[src/rtl/wishbone_master_arbiter.sv]
// Two-master Wishbone arbiter: fair tie-break on the last grant, grant held for a whole cyc.
// Optional stall timeout (err pulse to the granted master) enabled by macro WB_ARB_TIMEOUT_EN.
module wishbone_master_arbiter #(
   parameter logic [7:0] TIMEOUT = 8'd255
) (
   input  logic        clk,
   input  logic        rst,
   input  logic        m0_we_i,
   input  logic        m0_stb_i,
   input  logic        m0_cyc_i,
   input  logic [3:0]  m0_sel_i,
   input  logic [31:0] m0_adr_i,
   input  logic [31:0] m0_dat_i,
   output logic [31:0] m0_dat_o,
   output logic        m0_ack_o,
   output logic        m0_err_o,
   output logic        m0_int_o,
   input  logic        m1_we_i,
   input  logic        m1_stb_i,
   input  logic        m1_cyc_i,
   input  logic [3:0]  m1_sel_i,
   input  logic [31:0] m1_adr_i,
   input  logic [31:0] m1_dat_i,
   output logic [31:0] m1_dat_o,
   output logic        m1_ack_o,
   output logic        m1_err_o,
   output logic        m1_int_o,
   output logic        s_we_o,
   output logic        s_stb_o,
   output logic        s_cyc_o,
   output logic [3:0]  s_sel_o,
   output logic [31:0] s_adr_o,
   output logic [31:0] s_dat_o,
   input  logic [31:0] s_dat_i,
   input  logic        s_ack_i,
   input  logic        s_int_i
);

   typedef struct packed {
      logic        we;
      logic        stb;
      logic        cyc;
      logic [3:0]  sel;
      logic [31:0] adr;
      logic [31:0] dat;
   } wb_req_t;

   typedef enum logic [1:0] {IDLE, GNT0, GNT1} state_t;

   if (TIMEOUT == 8'd0) begin : g_bad_timeout
      $error("wishbone_master_arbiter: TIMEOUT must be in 1..255");
   end

   state_t  state, state_nxt;
   logic    last, last_nxt;
   wb_req_t req0, req1, gnt_req;

   assign req0 = '{we: m0_we_i, stb: m0_stb_i, cyc: m0_cyc_i,
                   sel: m0_sel_i, adr: m0_adr_i, dat: m0_dat_i};
   assign req1 = '{we: m1_we_i, stb: m1_stb_i, cyc: m1_cyc_i,
                   sel: m1_sel_i, adr: m1_adr_i, dat: m1_dat_i};

   always_ff @(posedge clk) begin
      if (rst) begin
         state <= IDLE;
         last  <= 1'b1;
      end else begin
         state <= state_nxt;
         last  <= last_nxt;
      end
   end

   // A releasing master is never re-granted directly: it falls to the other master or IDLE.
   always_comb begin
      state_nxt = state;
      last_nxt  = last;
      unique case (state)
         IDLE: begin
            if (m0_cyc_i && m1_cyc_i) state_nxt = last ? GNT0 : GNT1;
            else if (m0_cyc_i)        state_nxt = GNT0;
            else if (m1_cyc_i)        state_nxt = GNT1;
            else                      state_nxt = IDLE;
         end
         GNT0: begin
            if (m0_cyc_i)      state_nxt = GNT0;
            else if (m1_cyc_i) state_nxt = GNT1;
            else               state_nxt = IDLE;
         end
         GNT1: begin
            if (m1_cyc_i)      state_nxt = GNT1;
            else if (m0_cyc_i) state_nxt = GNT0;
            else               state_nxt = IDLE;
         end
         default: state_nxt = IDLE;
      endcase
      if (state_nxt == GNT0)      last_nxt = 1'b0;
      else if (state_nxt == GNT1) last_nxt = 1'b1;
   end

   always_comb begin
      gnt_req = '0;
      unique case (state)
         GNT0:    gnt_req = req0;
         GNT1:    gnt_req = req1;
         default: gnt_req = '0;
      endcase
   end

   assign s_we_o  = gnt_req.we;
   assign s_stb_o = gnt_req.stb;
   assign s_cyc_o = gnt_req.cyc;
   assign s_sel_o = gnt_req.sel;
   assign s_adr_o = gnt_req.adr;
   assign s_dat_o = gnt_req.dat;

   assign m0_ack_o = (state == GNT0) & s_ack_i;
   assign m1_ack_o = (state == GNT1) & s_ack_i;
   assign m0_dat_o = (state == GNT0) ? s_dat_i : 32'h0;
   assign m1_dat_o = (state == GNT1) ? s_dat_i : 32'h0;

   assign m0_int_o = s_int_i;
   assign m1_int_o = s_int_i;

`ifdef WB_ARB_TIMEOUT_EN
   logic [7:0] to_cnt;
   logic       err_q;
   logic       err_m1;
   logic       stalled;
   logic       gnt_chg;

   assign stalled = s_stb_o & ~s_ack_i;
   assign gnt_chg = (state_nxt != state);

   // The stall that would bring the count to TIMEOUT clears it and raises a one-cycle
   // err on the next cycle, so a permanent stall errs once every TIMEOUT cycles.
   always_ff @(posedge clk) begin
      if (rst) begin
         to_cnt <= 8'd0;
         err_q  <= 1'b0;
         err_m1 <= 1'b0;
      end else begin
         err_q <= 1'b0;
         if (!stalled || gnt_chg) begin
            to_cnt <= 8'd0;
         end else if (to_cnt == TIMEOUT - 8'd1) begin
            to_cnt <= 8'd0;
            err_q  <= 1'b1;
            err_m1 <= (state == GNT1);
         end else begin
            to_cnt <= to_cnt + 8'd1;
         end
      end
   end

   assign m0_err_o = err_q & ~err_m1;
   assign m1_err_o = err_q & err_m1;
`else
   assign m0_err_o = 1'b0;
   assign m1_err_o = 1'b0;
`endif

endmodule

[config.mk]
export PLATFORM = sky130hd
export DESIGN_NAME = wishbone_master_arbiter
export DESIGN_NICKNAME = d
export VERILOG_FILES = /design/src/rtl/wishbone_master_arbiter.sv
export SDC_FILE = /design/constraint.sdc
export NUM_CORES = 1
export LEC_CHECK = 0
export ABC_AREA = 1
export BUFFER_PORTS_ARGS = -buffer_cell sky130_fd_sc_hd__buf_2
export CELL_PAD_IN_SITES_DETAIL_PLACEMENT = 0
export CELL_PAD_IN_SITES_GLOBAL_PLACEMENT = 1
export CORE_AREA = 2 2 125 127
export CTS_CLUSTER_DIAMETER = 50
export DETAILED_ROUTE_END_ITERATION = 16
export DIE_AREA = 0 0 127 129
export PLACE_DENSITY_LB_ADDON = 0.1
export SYNTH_ARGS = -nofsm -noshare
export SYNTH_HDL_FRONTEND = slang
export SYNTH_SLANG_ARGS = --single-unit
[constraint.sdc]
create_clock -name clk -period 4.5 [get_ports clk]
set_input_delay 0.225 -clock clk [delete_from_list [all_inputs] [get_ports clk]]
set_output_delay 0.225 -clock clk [all_outputs]
set_load 0.03 [all_outputs]
## After elaboration in Yosys (flattened, before gate mapping)

Cells that the tools add are included.

| word-level totals | value |
|---|---|
| flip-flop bits (word level) | 3 |
| bits of input ports | 178 |
| output and inout port bits | 141 |
| logic and storage cells | 23 |

| cells by class | value |
|---|---|
| equality and inequality tests | 4 |
| muxes and demuxes | 12 |
| bitwise gates (word level) | 2 |
| reductions and logical operators | 3 |

Operator list:

| operator | number |
|---|---|
| 71-bit case mux with 2 select lines | 1 |
| 32-bit 2-to-1 mux | 2 |
| 2-bit 2-to-1 mux | 5 |
| 2-bit case mux with 3 select lines | 1 |
| 2-bit by 1-bit equality test with 1-bit output, second input constant | 2 |
| 2-bit equality test, second input constant | 2 |
| 1-bit 2-to-1 mux | 3 |
| 1-bit bitwise AND | 2 |
| 2-bit logical NOT | 1 |
| 2-bit nonzero test | 1 |
| 1-bit logical AND | 1 |

## Logic depth before layout (Yosys ltp)

Gate-level depths: netlist of run 1.

| depth | value |
|---|---|
| depth after elaboration | 7 |
| depth in mapped cells | 11 |
| mapped depth without buffers | 10 |

## Worst setup path after synthesis of run 1

OpenSTA, ideal clock, no wires.

| path | value |
|---|---|
| path kind | reg2reg |
| start point | register state[1] |
| end point | register last |
| setup time | 0.123 ns |
| data arrival time | 1.604 ns |
| data required time | 4.377 ns |
| path slack | 2.773 ns |
| cell stages (with the launch flop) | 12 |
| buffers on the path | 2 |
| clock period less this slack | 1.727 ns |
| cells stage by stage | dfxtp_1 -> inv_1 -> ha_1 -> buf_4 -> buf_6 -> nand2_2 -> nand2_1 -> nor2_1 -> nor2_1 -> ha_1 -> a21oi_1 -> o21ai_0 |

| between the ends | value |
|---|---|
| longest elaborated chain between the ends | 4 |
| elaborated cells on any way between the ends | 8 |
| classes of those cells | eq/ne: 4; mux: 2; reduce/logical: 2 |

Ends and longest elaborated chain:

| what | line | text |
|---|---|---|
| start: declaration | 54 | `state_t state, state_nxt;` |
| start signal: assignment | 68 | `state <= state_nxt;` |
| 2-bit equality test, or another cell as far along | 77 | `unique case (state)` |
| 2-bit case mux with 3 select lines (*) | 77 |  |
| named net state_nxt[0] | 54 |  |
| 2-bit by 1-bit equality test with 1-bit output / 2-bit equality test (equally long branches) | 96, 97 |  |
| 1-bit 2-to-1 mux / 2-bit nonzero test (equally long branches) | - |  |
| end signal: assignment | 69 | `last <= last_nxt;` |
| end: declaration | 55 | `logic last, last_nxt;` |

The timed path passes the listed nets; every way through them passes the cells marked *.
A chain may end at the register's enable or synchronous reset.

## Worst setup path after layout of run 1

| path | value |
|---|---|
| start point | register state[0] |
| end point | output s_adr_o[0] |

| between the ends | value |
|---|---|
| longest elaborated chain between the ends | 2 |
| elaborated cells on any way between the ends | 3 |
| classes of those cells | eq/ne: 2; mux: 1 |

Ends and longest elaborated chain:

| what | line | text |
|---|---|---|
| 2-bit equality test / 2-bit by 1-bit equality test with 1-bit output (equally long branches) | 102 | `unique case (state)` |
| 71-bit case mux with 2 select lines (*) | 102 |  |
| end: declaration | 32 | `output logic [31:0] s_adr_o,` |

Mark *: on every way between the ends. The rest lies on a longest branch, timed or not.

==> metrics.yaml, run 1 <==
rows: 45
fmax_mhz: 365.8
post_cts_resized: 0
finalWirelength_um: 10820
rrSetupSlack_ns: 2.23
hold_viol_final: 0
ir_drop_v: 0.0001642
dpl.hpwl_um: 8737
clock-sinks: 3
cp-start-kind: "register"
grt_pass1_wl_um: 15410
slowest_stage: "inv_2"
ios: 319
final_layout_size_suffix_gt1_share_pct: 52.07
routedWlPerCell_um: 12.20
grt_antenna_before_repair: 0
drc: 0
endpoint_kind: "output port"
clk_path_buf_depth: 2
seq_area_frac_synth_pct: 3.032
tns_ns: 0
reg2regPathDepth: 10
fin_skew_ns: 0.0007071
cp-startpoint: "state[0]"
p_per_area_mw_per_mm2: 262.8
slowest_delay_ns: 0.78
stdcell_area_mm2: 0.003672
cts_tree: "done"
cp.required_ns: 4.28
synth_area_per_cell_um2: 4.796
fin_hold_ws_ns: 0.2194
via_per_inst: 3.878
drt_iter0_markers: 112
first_pass_iters: 4
chipWidth_um: 127
endpoint: "s_adr_o[0]"
core_area_mm2: 0.01498
r2r-end: "last"
ys_warn_count: 0
slew_violations: 0
cts_setup_buffers: 0
n_antenna_cell: 0
gp_congestion: 0.7694
outcome: "complete, no violations"
place_area_mm2: 0.003593
final_common_cell: "buf_2"
vias: 3440
r2r-start: "state[1]"
numCtsBuffers: 3
postLayoutCoreUtil_pct: 24.52
worst_pin_slew_ns: 1.079
clkLatencyLatePin_ns: 0.22
critical_path_class: "register to output port"
hp-class: "primary input to register"
slew_headroom_pct: 27.96
ant_nets: 0
crit_fanout: 49
track_usage_pct: 11.64
portBuffers: 313
post-route-period-util_pct: 60.74
syn-cell-area_mm2: 0.001981
setup_viol: 0
grt_pass1_vias: 3163
start_util_pct: 13.22
rsz0062_at_grt: "false"
yosys_register_bits: 3
period_needed_ns: 2.734
layout.nets: 883
cts.clk_slew.worst_paths_ns: 0.03
grt.overflow.total: 0
p_leak_uw: 0.002502
fp.dieH_um: 129
area_growth_pct: 85.41
final_cell_mix: "buf_2 (313), nand2_1 (193), inv_1 (72)"
grt_max_degree: 82
die-area_mm2: 0.01638
critPathArrivalTime_ns: 2.51
min_path_cells: 2
synthCells: 413
cap_violations: 0
cts-root-buf: "clkbuf_16"
synth.distinct_cells: 18
cts-htree-levels: 1
ctsHoldBuffers: 0
crit_chain: "inv_1 > ha_1 > inv_2 > buf_4 > a21oi_1 > buf_2"
kinds of logic after synthesis:
kind of cell,count (synthesis),share of synthesized area [%]
AOI/OAI and AO/OA,74,22.49
adders and majority gates,5,3.159
buffers and inverters,108,25.96
DFF,3,3.032
other,1,0.1893
and+or+nand+nor,222,45.17
how the worst min path moves through the flow:
stage,from,to,slack (ns)
finish,rst,state[0],0.22
global route,rst,state[0],0.23
CTS,rst,state[0],0.22
detailed placement,rst,state[0],0.45
global placement,rst,state[0],0.45
floorplan,rst,state[0],0.30
power by group:
group,internal [µW],switching [µW]
Combinational,224,560
Clock,117,23.8
Sequential,33.8,6.89
Total,374,591
final cells by class:
| cell class | count | area, µm² |
|---|---|---|
| inverter | 73 | 274.0 |
| multi-input combinational | 303 | 1435 |
| sequential | 3 | 60.06 |
| timing repair buffer | 316 | 1589 |
| tap | 188 | 235.2 |
| fill | 1785 | 11300 |
| clock buffer | 4 | 78.83 |
synthesized netlist by cell type:
library cell,number,area [µm²]
a21oi_2,20,175.2
clkbuf_1,5,18.77
inv_2,1,3.750
dfxtp_1,3,60.06
buf_4,8,60.06
nand2_1,193,724.4
nand3_1,2,10.01
o21ai_0,1,5.000
inv_1,72,270.3
conb_1,1,3.750
nor3_2,1,10.01
buf_8,2,30.03
a21oi_1,53,265.3
ha_1,5,62.56
buf_2,15,75.07
nor2_1,5,18.77
nand2_2,21,131.4
buf_6,5,56.30
flip-flops by register name (all words and copies together), names as in the netlist:
| register | flops |
|---|---|
| last | 1 |
| state | 2 |
worst max-delay path: cells and delay by family (launching register included):
kind | cells | cell delay, ns
compound gates | 1 | 0.08
buf+inv | 4 | 1.49
flops | 1 | 0.39
fa+ha+maj | 1 | 0.31
stage by stage:
step / cells / setup slack (ns) / power [µW]
after global placement: 883 / 1.996 / 840.8
after detailed placement: 883 / 1.920 / 841.7
final: 887 / 1.766 / 965.0
after CTS: 887 / 1.687 / 985.8
after global routing: 887 / 1.534 / 1050
after floorplan: 414 / 2.773 / 605.6
per-layer routing:
metal | routed length (µm) | track usage, % | part of all wire (%)
met1 | 3703 | 11.23 | 34
met2 | 5920 | 24.57 | 55
met3 | 1045 | 2.744 | 9.7
met4 | 151 | 2.650 | 1.4
met5 | 0 | 0 | 0
Note: power is estimated with default switching activity, not from simulation.
==> run 2, diff against run 1 <==
clock period = 2.7 ns   (was 4.5 ns; I/O delays follow)
==> run 2 against run 1 <==
Compared with the run above:
- critical endpoint is now s_dat_o[3]
- largest cell class unchanged
- register-to-register slack got worse by 1.3 ns
- wire length fell by 1.8%
- core utilization rose by 0.32 points
- non-clock buffer count up 3
- sequential cell count did not move
- critical path depth unchanged
- via count down 0.17%
- final cell count increased by 0.34%
==> metrics.yaml, run 2 (synthesis results as in run 1) <==
outcome: "complete, no violations"
routedWlPerCell_um: 11.93
core_area_mm2: 0.01498
grt_pass1_vias: 3069
drt_iter0_markers: 126
crit_fanout: 34
cts-htree-levels: 1
p_per_area_mw_per_mm2: 440.6
fin_skew_ns: 0.0007788
worstHoldStart: "rst"
r2r-end: "last"
cp.required_ns: 2.57
final_common_cell: "buf_2"
place_area_mm2: 0.003641
endpoint_kind: "output port"
area_growth_pct: 87.81
via_per_inst: 3.858
cts.clk_slew.worst_paths_ns: 0.03
reg2regPathDepth: 9
cts-root-buf: "clkbuf_16"
fin_hold_ws_ns: 0.1143
dpl.hpwl_um: 8728
final_cell_mix: "buf_2 (313), nand2_1 (193), inv_1 (72)"
rrSetupSlack_ns: 0.91
cts_setup_buffers: 0
cts_tree: "done"
period_needed_ns: 2.153
chipWidth_um: 127
ios: 319
clock-sinks: 3
clk_path_buf_depth: 2
grt_max_degree: 69
gp_congestion: 0.7699
drc: 0
numCtsBuffers: 3
clkLatencyLatePin_ns: 0.22
hold_viol_final: 0
grt_antenna_before_repair: 1
track_usage_pct: 11.53
slew_violations: 0
post-route-period-util_pct: 79.72
post_cts_resized: 0
vias: 3434
final_layout_size_suffix_gt1_share_pct: 52.28
fill_cells: 1754
ctsHoldBuffers: 0
layout.nets: 886
cap_violations: 0
n_antenna_cell: 0
fmax_mhz: 464.6
finalWirelength_um: 10620
stdcell_area_mm2: 0.003720
die-area_mm2: 0.01638
hp-class: "primary input to register"
largest-register: "state"
critical_path_class: "register to output port"
reg_top3: "state x2, last x1"
largest_reg_flops: 2
r2r-start: "state[0]"
start_util_pct: 13.22
p_leak_uw: 0.002526
cp-start-kind: "register"
tns_ns: 0
critPathArrivalTime_ns: 2.02
ant_nets: 0
first_pass_iters: 4
grt_pass1_wl_um: 15210
ir_drop_v: 0.0002258
rsz0062_at_grt: "false"
portBuffers: 313
fp.dieH_um: 129
grt.overflow.total: 0
postLayoutCoreUtil_pct: 24.84
rows: 45
setup_viol: 0
min_path_cells: 2
min_to: "state[0]"
## run 2: cell types whose count changed in the layout (fill, tap and decap cells not counted), sizes merged
| cell | before | now |
|---|---|---|
| buf | 316 | 319 |
## run 2: area by class of cell
| type | count | area, µm² | share of cell area [%] |
|---|---|---|---|
| well taps | 188 | 235.2 | 6.324 |
| multi-input cells | 303 | 1435 | 38.58 |
| clock buffers | 4 | 78.83 | 2.119 |
| flip-flops and latches | 3 | 60.06 | 1.615 |
| repair buffers | 319 | 1637 | 44.00 |
| inverters | 73 | 274.0 | 7.366 |
## run 2: worst max-delay path by stage
stage                     slack, ns  startpoint    endpoint  cells past startpoint
after floorplan                0.97    state[1]        last                     11
after global routing           0.37    state[1]  s_dat_o[3]                      6
after global placement         0.76    state[1]  s_dat_o[3]                      6
after CTS                      0.48    state[1]  s_dat_o[3]                      6
after detailed placement       0.73    state[1]  s_dat_o[3]                      6
final                          0.55    state[1]  s_dat_o[3]                      6
## run 2: worst max-delay path: stages, from the launching register on
cell	delay, ns
dfxtp_1	0.33
inv_1	0.12
ha_4	0.32
buf_4	0.44
nand2_1	0.09
a21oi_1	0.23
buf_2	0.24
## run 2: power by group
part	internal (µW)	total [µW]	switching [µW]
sequential	56.4	68.2	11.8
clock	195	237	42.2
combinational	394	1330	939
total	646	1640	993
## run 2: metrics by stage
stage	std cells	setup slack [ns]	power (µW)
floorplan	414	0.9729	1009
global placement	886	0.7579	1427
detailed placement	886	0.7312	1421
CTS	890	0.4843	1666
global route	890	0.3699	1771
finish	890	0.5475	1639
## run 2: layer usage
layer  wire [µm]  share of wire (%)  GRT usage, %  vias to the layer above
met5          13               0.12             0                        -
met4          88               0.83         2.198                        2
met3        1087                 10         2.453                        9
met2        5804                 55         24.41                      198
met1        3629                 34         11.40                     1439
li1            -                  -             -                     1786
